### config.mk
export PLATFORM = sky130hd
export DESIGN_NAME = regfile_writeback_queue
export DESIGN_NICKNAME = d
export VERILOG_FILES = /design/src/rtl/regfile_writeback_queue.sv
export SDC_FILE = /design/constraint.sdc
export NUM_CORES = 1
export LEC_CHECK = 0
export CAP_MARGIN = 25
export CORE_UTILIZATION = 50
export DETAILED_ROUTE_END_ITERATION = 8
export PLACE_DENSITY = 0.7
export SYNTH_ARGS = -nofsm -noshare
export SYNTH_HDL_FRONTEND = slang
export SYNTH_SLANG_ARGS = --single-unit
### constraint.sdc
create_clock -name Clk -period 4.6 [get_ports Clk]
set_clock_uncertainty 0.15 [all_clocks]
set_input_delay 0.92 -clock Clk [delete_from_list [all_inputs] [get_ports Clk]]
set_output_delay 0.92 -clock Clk [all_outputs]
set_load 0.02 [all_outputs]
### src/rtl/regfile_writeback_queue.sv
// regfile_writeback_queue
// Writer-side front end for the 32x64 register file. Writeback requests are
// buffered in a small circular queue and drained one per cycle into a
// registered write port (RegWr/RW/BusW), which stays stable for the whole
// cycle so the register file can commit it on the falling edge. Two
// combinational lookups (RA/RB) return the newest value still pending in the
// queue or in the write-port stage, so read muxes never see stale data.

module regfile_writeback_queue #(
    parameter int DEPTH = 4,   // queue entries, power of two, >= 2
    parameter int PTRW  = 2    // log2(DEPTH)
) (
    input  logic            Clk,
    input  logic            Reset_L,
    // request side
    input  logic            WrValid,
    output logic            WrReady,
    input  logic [4:0]      WrReg,
    input  logic [63:0]     WrData,
    // drain / discard control
    input  logic            DrainEn,
    input  logic            Flush,
    // register file write port
    output logic            RegWr,
    output logic [4:0]      RW,
    output logic [63:0]     BusW,
    // forwarding lookups
    input  logic [4:0]      RA,
    input  logic [4:0]      RB,
    output logic            FwdHitA,
    output logic            FwdHitB,
    output logic [63:0]     FwdDataA,
    output logic [63:0]     FwdDataB,
    // status
    output logic [PTRW:0]   Count,
    output logic            Empty
);

    // X31 is hard-wired to zero, so writes to it are accepted and dropped.
    localparam logic [4:0]    ZERO_REG   = 5'd31;
    localparam logic [PTRW:0] FULL_COUNT = (PTRW + 1)'(DEPTH);

    typedef struct packed {
        logic        hit;
        logic [63:0] data;
    } fwd_t;

    // Queue storage; an entry is live only if it lies within Count of the head.
    logic [4:0]      r_ent_reg  [DEPTH];
    logic [63:0]     r_ent_data [DEPTH];

    logic [PTRW-1:0] r_head;
    logic [PTRW-1:0] r_tail;
    logic [PTRW:0]   r_count;

    // Write-port output stage.
    logic            r_regwr;
    logic [4:0]      r_rw;
    logic [63:0]     r_busw;

    logic            w_accept;
    logic            w_push;
    logic            w_pop;
    fwd_t            w_fwd_a;
    fwd_t            w_fwd_b;

    // Handshake uses only registered state, so a pop in the same cycle never
    // opens a slot in a full queue.
    assign WrReady  = (r_count != FULL_COUNT);
    assign w_accept = WrValid && WrReady;

    // Flush wins over both push and pop; X31 requests are consumed silently.
    assign w_push = w_accept && (WrReg != ZERO_REG) && !Flush;
    assign w_pop  = DrainEn && (r_count != '0) && !Flush;

    // Queue pointers and occupancy, wrapping modulo DEPTH.
    always_ff @(posedge Clk or negedge Reset_L) begin
        // NOTE: state registers use non-blocking assignments so every flop
        // samples the pre-edge values regardless of statement order.
        if (!Reset_L) begin
            r_head  <= '0;
            r_tail  <= '0;
            r_count <= '0;
        end else if (Flush) begin
            r_head  <= '0;
            r_tail  <= '0;
            r_count <= '0;
        end else begin
            if (w_push) begin
                r_tail <= r_tail + 1'b1;
            end
            if (w_pop) begin
                r_head <= r_head + 1'b1;
            end
            case ({w_push, w_pop})
                2'b10:   r_count <= r_count + 1'b1;
                2'b01:   r_count <= r_count - 1'b1;
                default: r_count <= r_count;
            endcase
        end
    end

    // Entry payload written at the tail on every push.
    always_ff @(posedge Clk) begin
        // NOTE: the payload array has no reset; head/tail/count decide which
        // entries are live, so stale contents are never observed.
        if (w_push) begin
            r_ent_reg[r_tail]  <= WrReg;
            r_ent_data[r_tail] <= WrData;
        end
    end

    // Write-port stage: loads the head entry on a pop, otherwise idles with
    // the address and data held from the last write.
    always_ff @(posedge Clk or negedge Reset_L) begin
        if (!Reset_L) begin
            r_regwr <= 1'b0;
            r_rw    <= ZERO_REG;
            r_busw  <= '0;
        end else if (w_pop) begin
            r_regwr <= 1'b1;
            r_rw    <= r_ent_reg[r_head];
            r_busw  <= r_ent_data[r_head];
        end else begin
            r_regwr <= 1'b0;
        end
    end

    // Forwarding search: start with the write-port stage (oldest pending),
    // then walk the queue oldest to youngest so the youngest match wins.
    always_comb begin
        logic [PTRW-1:0] idx;
        // NOTE: every combinational output gets a default first so no path
        // leaves it unassigned and no latch is inferred.
        w_fwd_a = '0;
        w_fwd_b = '0;
        idx     = r_head;

        if (r_regwr && (r_rw == RA)) begin
            w_fwd_a = '{hit: 1'b1, data: r_busw};
        end
        if (r_regwr && (r_rw == RB)) begin
            w_fwd_b = '{hit: 1'b1, data: r_busw};
        end

        for (int i = 0; i < DEPTH; i++) begin
            idx = r_head + PTRW'(i);
            if ((PTRW + 1)'(i) < r_count) begin
                if (r_ent_reg[idx] == RA) begin
                    w_fwd_a = '{hit: 1'b1, data: r_ent_data[idx]};
                end
                if (r_ent_reg[idx] == RB) begin
                    w_fwd_b = '{hit: 1'b1, data: r_ent_data[idx]};
                end
            end
        end

        // X31 always reads as zero, so it never forwards.
        if (RA == ZERO_REG) begin
            w_fwd_a = '0;
        end
        if (RB == ZERO_REG) begin
            w_fwd_b = '0;
        end
    end

    assign RegWr    = r_regwr;
    assign RW       = r_rw;
    assign BusW     = r_busw;
    assign FwdHitA  = w_fwd_a.hit;
    assign FwdDataA = w_fwd_a.data;
    assign FwdHitB  = w_fwd_b.hit;
    assign FwdDataB = w_fwd_b.data;
    assign Count    = r_count;
    assign Empty    = (r_count == '0) && !r_regwr;

endmodule

Yosys cells after proc, flatten, opt, wreduce, memory -nomap -nowiden
Memory sizes are Yosys's and may differ from the RTL's.
Cells that the tools add are included.
{"block": "word_totals", "inputBits": 84, "out_inout_bits": 205, "regBits": 77, "n_memories": 2, "mem_bits_rw": 276, "wordCells": 78}
{"name": "r_ent_data", "depth": 4, "width": 64, "rd": 4, "rd_ports_with_merged_regs": 0, "write_ports": 1, "line": "50", "text": "logic [63:0] r_ent_data [DEPTH];"}
{"name": "r_ent_reg", "depth": 4, "width": 5, "rd": 4, "rd_ports_with_merged_regs": 0, "write_ports": 1, "line": "49", "text": "logic [4:0] r_ent_reg [DEPTH];"}
{"block": "op_classes", "reduce_logical": 15, "magnitude_cmp": 4, "n_addsub": 6, "muxes": 29, "eq_ne": 16}
{"operator": "65-bit two-way mux", "count": 20}
{"operator": "5-bit equality test", "count": 10}
{"operator": "5-bit equality test, second input constant", "count": 2}
{"operator": "1-bit logical AND", "count": 8}
{"operator": "2-bit two-way mux", "count": 4}
{"operator": "1-bit by 3-bit less-than comparator with 1-bit output, first input constant", "count": 2}
{"operator": "2-bit by 3-bit less-than comparator with 1-bit output, first input constant", "count": 2}
{"operator": "3-bit case mux with 2 select lines", "count": 1}
{"operator": "3-bit nonzero test", "count": 2}
{"operator": "5-bit inequality test, second input constant", "count": 1}
{"operator": "2-bit by 1-bit adder with 2-bit output, second input constant", "count": 2}
{"operator": "2-bit adder, second input constant", "count": 2}
{"operator": "2-bit nonzero test", "count": 2}
{"operator": "3-bit by 1-bit adder with 3-bit output, second input constant", "count": 1}
{"operator": "3-bit logical NOT", "count": 1}
{"operator": "1-bit two-way mux", "count": 3}
{"operator": "3-bit two-way mux", "count": 1}
{"operator": "3-bit inequality test, second input constant", "count": 1}
{"operator": "3-bit by 1-bit subtractor with 3-bit output, second input constant", "count": 1}
{"operator": "2-bit by 1-bit equality test with 1-bit output, second input constant", "count": 1}
{"operator": "2-bit equality test, second input constant", "count": 1}
{"operator": "1-bit logical NOT", "count": 2}

Longest topological paths before layout
Gate-level depths: netlist of run 1.
{"block": "depth", "depth_word": 12, "ltp_mapped": 13, "ltp_nobuf": 10}

Least setup slack after synthesis of run 1
Ideal clock, no wire load.
{"block": "synth_path", "path_kind": "in2out", "from": "input port RA[3]", "to": "output port FwdDataA[10]", "n_path_buf": 3, "path_stages": 8, "arrival_ns": 3.232, "t_required_ns": 3.530, "slack_ns": 0.298, "cell_sequence": "clkbuf_1 xor2_1 mux2i_1 or4_4 or4_1 buf_4 buf_2 o221ai_1"}
{"block": "synth_between", "elab_chain_len": 12, "word_cells_on_any_way": 17, "cone_classes": "6 x eq/ne; 10 x mux; 1 x reduce/logical"}
{"item": "from (decl)", "line": "28", "text": "input logic [4:0] RA,"}
{"item": "5-bit equality test", "line": "139", "text": "if (r_regwr && (r_rw == RA)) begin"}
{"item": "1-bit logical AND", "line": "139"}
{"item": "65-bit two-way mux", "line": "139"}
{"item": "65-bit two-way mux", "line": "149", "text": "if (r_ent_reg[idx] == RA) begin"}
{"item": "65-bit two-way mux", "line": "148", "text": "if ((PTRW + 1)'(i) < r_count) begin"}
{"item": "65-bit two-way mux", "line": "149"}
{"item": "65-bit two-way mux", "line": "148"}
{"item": "65-bit two-way mux", "line": "149"}
{"item": "65-bit two-way mux", "line": "148"}
{"item": "65-bit two-way mux", "line": "149"}
{"item": "65-bit two-way mux", "line": "148"}
{"item": "65-bit two-way mux *", "line": "159", "text": "if (RA == ZERO_REG) begin"}
{"item": "to (decl)", "line": "32", "text": "output logic [63:0] FwdDataA,"}
Mark *: on every way between the ends. The rest lies on a longest branch, timed or not.

Worst setup path in the final report of run 1
{"block": "layout_path", "from": "register r_head[0]", "to": "output port FwdDataB[45]"}
{"block": "layout_between", "elab_chain_len": 11, "word_cells_on_any_way": 18, "cone_classes": "3 x add/sub; 4 x eq/ne; 9 x mux; 2 x memory"}
{"item": "from (decl)", "line": "52", "text": "logic [PTRW-1:0] r_head;"}
{"item": "from (signal assigned)", "line": "93", "text": "r_head <= r_head + 1'b1;"}
{"item": "parallel branches: the longest is 9 deep, another holds memory read 4 x 5 bit"}
{"item": "65-bit two-way mux *", "line": "148"}
{"item": "65-bit two-way mux *", "line": "162", "text": "if (RB == ZERO_REG) begin"}
{"item": "to (decl)", "line": "33", "text": "output logic [63:0] FwdDataB,"}
Mark *: on every way between the ends.

==> reports/metrics.cfg, run 1 <==
[timing]
report.final.setup_viol=125
finalCritPeriodShare_pct=104
timing.final.crit_period_ns=4.81
timing.fmax_mhz=208
hold-worst-slack_ns=0.0528
layout_setup_ws_ns=-0.206
timing.slew.headroom_pct=42.9
worst_pin_slew_ns=0.857
grt_setup_unrepaired=yes
drv_slew=0
final_number_of_hold_violating_endpoints=0

[clocking]
path_clk_slew_ns=0.06
cts.htree.levels=2
clockRootBuffer=clkbuf_16
cts_num_sinks=353
clk-insertion-delay-late_ns=0.58
cts-buffers-inserted=40
tritoncts=done
cts_hold_buffers=0
cts.path.max_buffers=3

[route]
detail_route.iter0.violations=2706
wl_um=85600
num_vias=21600
avgViaCountPerCell=6.64
detail_route.drc_violations=0
number_of_iterations_in_the_first_detailed_routing_pass=8
antenna_left=0
routedWlPerCell_um=26.4

[final_layout]
area_growth_syn_to_layout_pct=37.3
flip_flop_count_of_the_largest_register_all_copies_and_words_added=256
finish.cell_count_without_fillers=3248
layout.cells.most_common_list=nand2_1, edfxtp_1, mux2i_1, buf_4, clkdlybuf4s50_1
layout.cells.most_common=nand2_1
final_net_count=2704
post_route_cells_drive_above_1_share_pct=29.9
layout.core_utilization_pct=69.8

[placed_design]
dp_hpwl_um=52200
dpl.cell_count=3066
gp_routability_congestion=0.908
dpl_worst_slack_ns=-0.609
place.port_buffers=288

[setup_path]
critPathBufInv=10
start_kind=flip-flop
cell_with_the_most_instances_on_the_worst_path=buf_6
worst_ep_arrival_time_ns=3.74
cpLargestDelayFamily=buffers and inverters
slowest_stage_cell_cp=dfrtp_4
cp_required_ns=3.53
worst_setup_path_type=flip-flop to output port
longest_individual_stage_delay_on_the_worst_path_ns=0.48
sequence_of_cells_on_the_critical_path=buf_12 > buf_12 > buf_6 > mux4_2 > xnor2_2 > nand4_1 > nor3_2 > buf_4 > buf_6 > nor3_4 > buf_6 > buf_12 > buf_6 > buf_6 > o21ai_1 > o21ai_1 > buf_4
end_kind=output port
path_max_fanout=6

[flow_run]
drv_cap=0

[yosys]
synth.yosys.warnings=0
synthTopCellsByArea=edfxtp_1, mux4_2, mux2i_1, nand2_1, dfrtp_1
synthFlopType=edfxtp_1
synthesis.area_per_instance_um2=10.5
synth.largest_area_cell=edfxtp_1
synth-seq-cells=353
synth_top_area_share_pct=35.9
postSynthCellCount=2204
synthDistinctLibCells=49
synth_seq_area_share_pct=44.2
synth-edff-count=276
synthesis.area_um2=23100
mappedNetlistNets=2296
ys_async_sr_fraction_pct=21.8

[die]
coreArea_um2=45500
die-area_um2=47100
die_y_um=217
die_width_um=217
floorplan.io_pins=289
placement_rows=78
initial_core_util_pct=50.8

[outcome]
violated_checks=negative setup slack
status=finished with violations

[grt]
first_global_vias=20300
global_route.overflow_total=0
first_pass_grt_wire_length_um=120000
grt_max_degree=137
grt_usage_pct=33.1
antenna_found_initial=7

[power_and_ir_drop]
p_leak_nw=12.2
power.ir.vdd_worst_uv=326
power.density_nw_per_um2=477

[worst_hold_path]
min_path_type=input pin to async pin

==> per-stage QoR <==
stage                     TNS [ns]  power (mW)  cell area [um2]
after global placement      -45.46        10.9            28000
after detailed placement    -46.70        11.0            28000
after floorplan                  0        8.53            23100
after CTS                   -17.23        14.4            29500
final                       -13.15        15.1            31700
after global routing        -21.39        15.7            31700
==> cells in the mapped netlist, types with 29 or more instances <==
| master | n |
|---|---|
| o221ai_1 | 44 |
| a221oi_1 | 88 |
| nand2_1 | 557 |
| nand2b_1 | 49 |
| nor2_1 | 36 |
| o22ai_1 | 40 |
| mux4_2 | 106 |
| a21oi_1 | 39 |
| inv_1 | 51 |
| o22a_1 | 44 |
| buf_2 | 56 |
| a221o_1 | 40 |
| a31o_2 | 29 |
| clkbuf_1 | 113 |
| mux2i_1 | 213 |
| edfxtp_1 | 276 |
| dfrtp_1 | 72 |
| o21ai_0 | 143 |
==> power by group <==
group / internal [mW] / switching, mW
logic: 3.22 / 4.21
clock network: 1.96 / 1.38
registers: 3.88 / 0.493
==> area by class of cell <==
cell class,count,area (um2)
antenna,4,10.0
clock buffer,50,1080
clock inverter,24,264
fill,3320,13700
inverter,52,201
multi-input combinational,1597,12800
sequential,353,10200
tap,600,751
timing repair buffer,568,6350
==> routing by layer <==
metal	vias up	part of all wire [%]	wire length (um)	GRT usage [%]
li1	9134	-	-	-
met1	10600	37	31900	42.8
met2	1547	47	40300	54.2
met3	308	11	9780	6.71
met4	6	4.2	3630	14.2
met5	-	0.048	41	0
==> repair_timing <==
item                                   in CTS  in global routing
buffers inserted                           16                 69
pin swaps                                  18                 62
setup endpoints to repair                 130                130
endpoints found under the hold margin       0                  0
cloned                                      4                 19
resized for setup                         436                561
==> cell families (layout without fill, tap and decap cells) <==
group | Yosys count | count (layout) | share of synthesized area (%)
simple gates | 683 | 683 | 12.1
compound gates | 509 | 509 | 15.8
flops | 353 | 353 | 44.2
mux | 343 | 343 | 20.7
buf+inv | 254 | 694 | 4.67
xor+xnor | 54 | 54 | 2.05
fa+ha+maj | 8 | 8 | 0.433
other cells | 0 | 4 | 0
==> worst paths after layout <==
kind	cells past startpoint	start	end	slack [ns]
min in group Clk	2	RW[0]	RW[0]	0.35
worst min register to register	2	RW[0]	RW[0]	0.35
worst max register to register	8	Count[0]	r_ent_data[1][28]	1.85
max in group asynchronous	3	Reset_L	BusW[36]	3.26
worst max-delay path	17	r_head[0]	FwdDataB[45]	-0.21
worst min-delay path	1	Reset_L	BusW[10]	0.05
Note: power is estimated with default switching activity, not from simulation.
==> inputs of run 2 (changes only) <==
--- a/config.mk
+++ b/config.mk
@@ -9,6 +9,7 @@
 export CORE_UTILIZATION = 50
 export DETAILED_ROUTE_END_ITERATION = 8
 export PLACE_DENSITY = 0.7
+export SKIP_CTS_REPAIR_TIMING = 1
 export SYNTH_ARGS = -nofsm -noshare
 export SYNTH_HDL_FRONTEND = slang
 export SYNTH_SLANG_ARGS = --single-unit
==> run 2 against run 1 <==
  * The flow still finishes with violations (negative setup slack)
  * Sequential power increased by 0.9%
  * Critical path depth decreased by 7
  * Hold slack got worse by 0.0014 ns
  * Sequential share of layout area about the same
  * Final cell count decreased by 0.46%
  * Clock-buffer cell count unchanged
  * Die area unchanged
  * Combinational power about the same
  * Clock power about the same
  * First-iteration DRC count increased by 4.3%
  * Power about the same
  * Core utilization decreased by 0.069 points
  * Critical path type unchanged
==> reports/metrics.cfg, run 2 (synthesis gave the netlist of run 1 again) <==
[outcome]
status=finished with violations
violated_checks=negative setup slack

[grt]
grt_max_degree=137  ; unchanged
global_route.overflow_total=0  ; unchanged
grt_usage_pct=32.6  ; -0.55 points
first_pass_grt_wire_length_um=118000  ; -1.4%
first_global_vias=20200  ; -0.56%
antenna_found_initial=9  ; +2

[timing]
timing.final.crit_period_ns=4.89  ; +0.0880 ns
setup_tns_ns=-16.18  ; -3.04 ns
timing.fmax_mhz=204  ; -1.8%
final_number_of_hold_violating_endpoints=0  ; unchanged
worst_pin_slew_ns=0.867  ; +0.00957 ns
report.final.setup_viol=128  ; +2.4%
layout_setup_ws_ns=-0.294  ; -0.0880 ns
hold-worst-slack_ns=0.0513  ; -0.00144 ns
timing.slew.headroom_pct=42.2  ; -0.64 points
drv_slew=0  ; unchanged
finalCritPeriodShare_pct=106  ; +1.9 points
grt_setup_unrepaired=yes

[route]
routedWlPerCell_um=26.5  ; +0.46%
wl_um=85600  ; about the same
num_vias=21600  ; +0.20%
number_of_iterations_in_the_first_detailed_routing_pass=6  ; -2
detail_route.drc_violations=0  ; unchanged
avgViaCountPerCell=6.68  ; +0.67%
detail_route.iter0.violations=2822  ; +4.3%
antenna_left=0  ; unchanged

[final_layout]
final_net_count=2688  ; -0.59%
layout.cells.most_common=nand2_1
flip_flop_count_of_the_largest_register_all_copies_and_words_added=256  ; unchanged
layout.cells.most_common_list=nand2_1, edfxtp_1, buf_4, mux2i_1, clkdlybuf4s50_1
post_route_cells_drive_above_1_share_pct=29.9  ; about the same
layout.core_utilization_pct=69.7  ; about the same
area_growth_syn_to_layout_pct=37.2  ; about the same

[setup_path]
reg2reg_setup_slack_ns=1.84  ; about the same
rr_startpoint=Count[0]
path_max_fanout=9  ; +3
timing.rr.end=r_ent_data[0][2]
end_kind=output port
reg2regPathDepth=8  ; unchanged
cp_required_ns=3.53  ; about the same
start_kind=flip-flop
worst_setup_path_type=flip-flop to output port
worst_ep_arrival_time_ns=3.82  ; +0.08 ns

[worst_hold_path]
min_path_type=input pin to async pin

[die]
floorplan.io_pins=289  ; unchanged
initial_core_util_pct=50.8  ; unchanged
die_width_um=217  ; unchanged
coreArea_um2=45500  ; unchanged
die_y_um=217  ; unchanged
placement_rows=78  ; unchanged
die-area_um2=47100  ; unchanged

[placed_design]
dp_hpwl_um=52200  ; unchanged
gp_routability_congestion=0.908  ; unchanged
place.port_buffers=288  ; unchanged

[clocking]
cts.htree.levels=2  ; unchanged
cts_num_sinks=353  ; unchanged
cts.path.max_buffers=3  ; unchanged
clk-insertion-delay-late_ns=0.58  ; about the same
tritoncts=done
path_clk_slew_ns=0.06  ; about the same
cts-buffers-inserted=40  ; unchanged
clockRootBuffer=clkbuf_16

[power_and_ir_drop]
power.ir.vdd_worst_uv=331  ; +1.4%
power.density_nw_per_um2=477  ; +0.13%
p_leak_nw=12.2  ; -0.40%

[flow_run]
drv_cap=0  ; unchanged

[run 2: through the flow]
step | total power, mW | setup slack [ns] | area, um2 | std cells
final | 15.1 | -0.294 | 31700 | 3233
after global routing | 15.7 | -0.364 | 31700 | 3232
after CTS | 14.4 | -0.699 | 29300 | 3140
after detailed placement | 11.0 | -0.609 | 28000 | 3066
after global placement | 10.9 | -0.570 | 28000 | 3066
after floorplan | 8.53 | 0.298 | 23100 | 2204
[run 2: per-layer routing]
layer	vias up	wire length, um	share of wire, %	track usage (%)
met5	-	57	0.067	0
met4	8	4140	4.8	14.6
met3	345	9460	11	6.75
met2	1515	40100	47	52.8
met1	10600	31900	37	42.2
li1	9120	-	-	-
[run 2: worst max path at each step]
stage | start | end | slack [ns] | cells past startpoint
global placement | RA[3] | FwdDataA[32] | -0.57 | 8
detailed placement | RA[3] | FwdDataA[22] | -0.61 | 9
CTS | r_head[1] | FwdDataB[61] | -0.70 | 12
global route | r_head[0] | FwdDataA[3] | -0.36 | 10
finish | r_head[0] | FwdDataA[3] | -0.29 | 10
floorplan | RA[3] | FwdDataA[10] | 0.30 | 8
[run 2: layout make-up]
class | count | area [um2]
clock inverters | 24 | 264
flip-flops and latches | 353 | 10200
inverters | 52 | 201
fillers | 3320 | 13800
repair buffers | 551 | 6070
multi-input cells | 1598 | 13100
well taps | 600 | 751
diodes | 5 | 12.5
clock buffers | 50 | 1080
[run 2: where the power goes]
part	switching [mW]	internal, mW	total (mW)
logic	4.21	3.18	7.39
clock network	1.38	1.96	3.33
registers	0.532	3.88	4.41
total	6.11	9.02	15.1
[run 2: critical path: stages, from the launching register on]
cell and delay, ns:
dfrtp_4 0.47, buf_4 0.16, mux4_2 0.54, xor2_1 0.18, or4_4 0.49, or4_4 0.55
buf_4 0.21, clkbuf_16 0.17, o22ai_1 0.17, a31o_2 0.14, buf_2 0.16
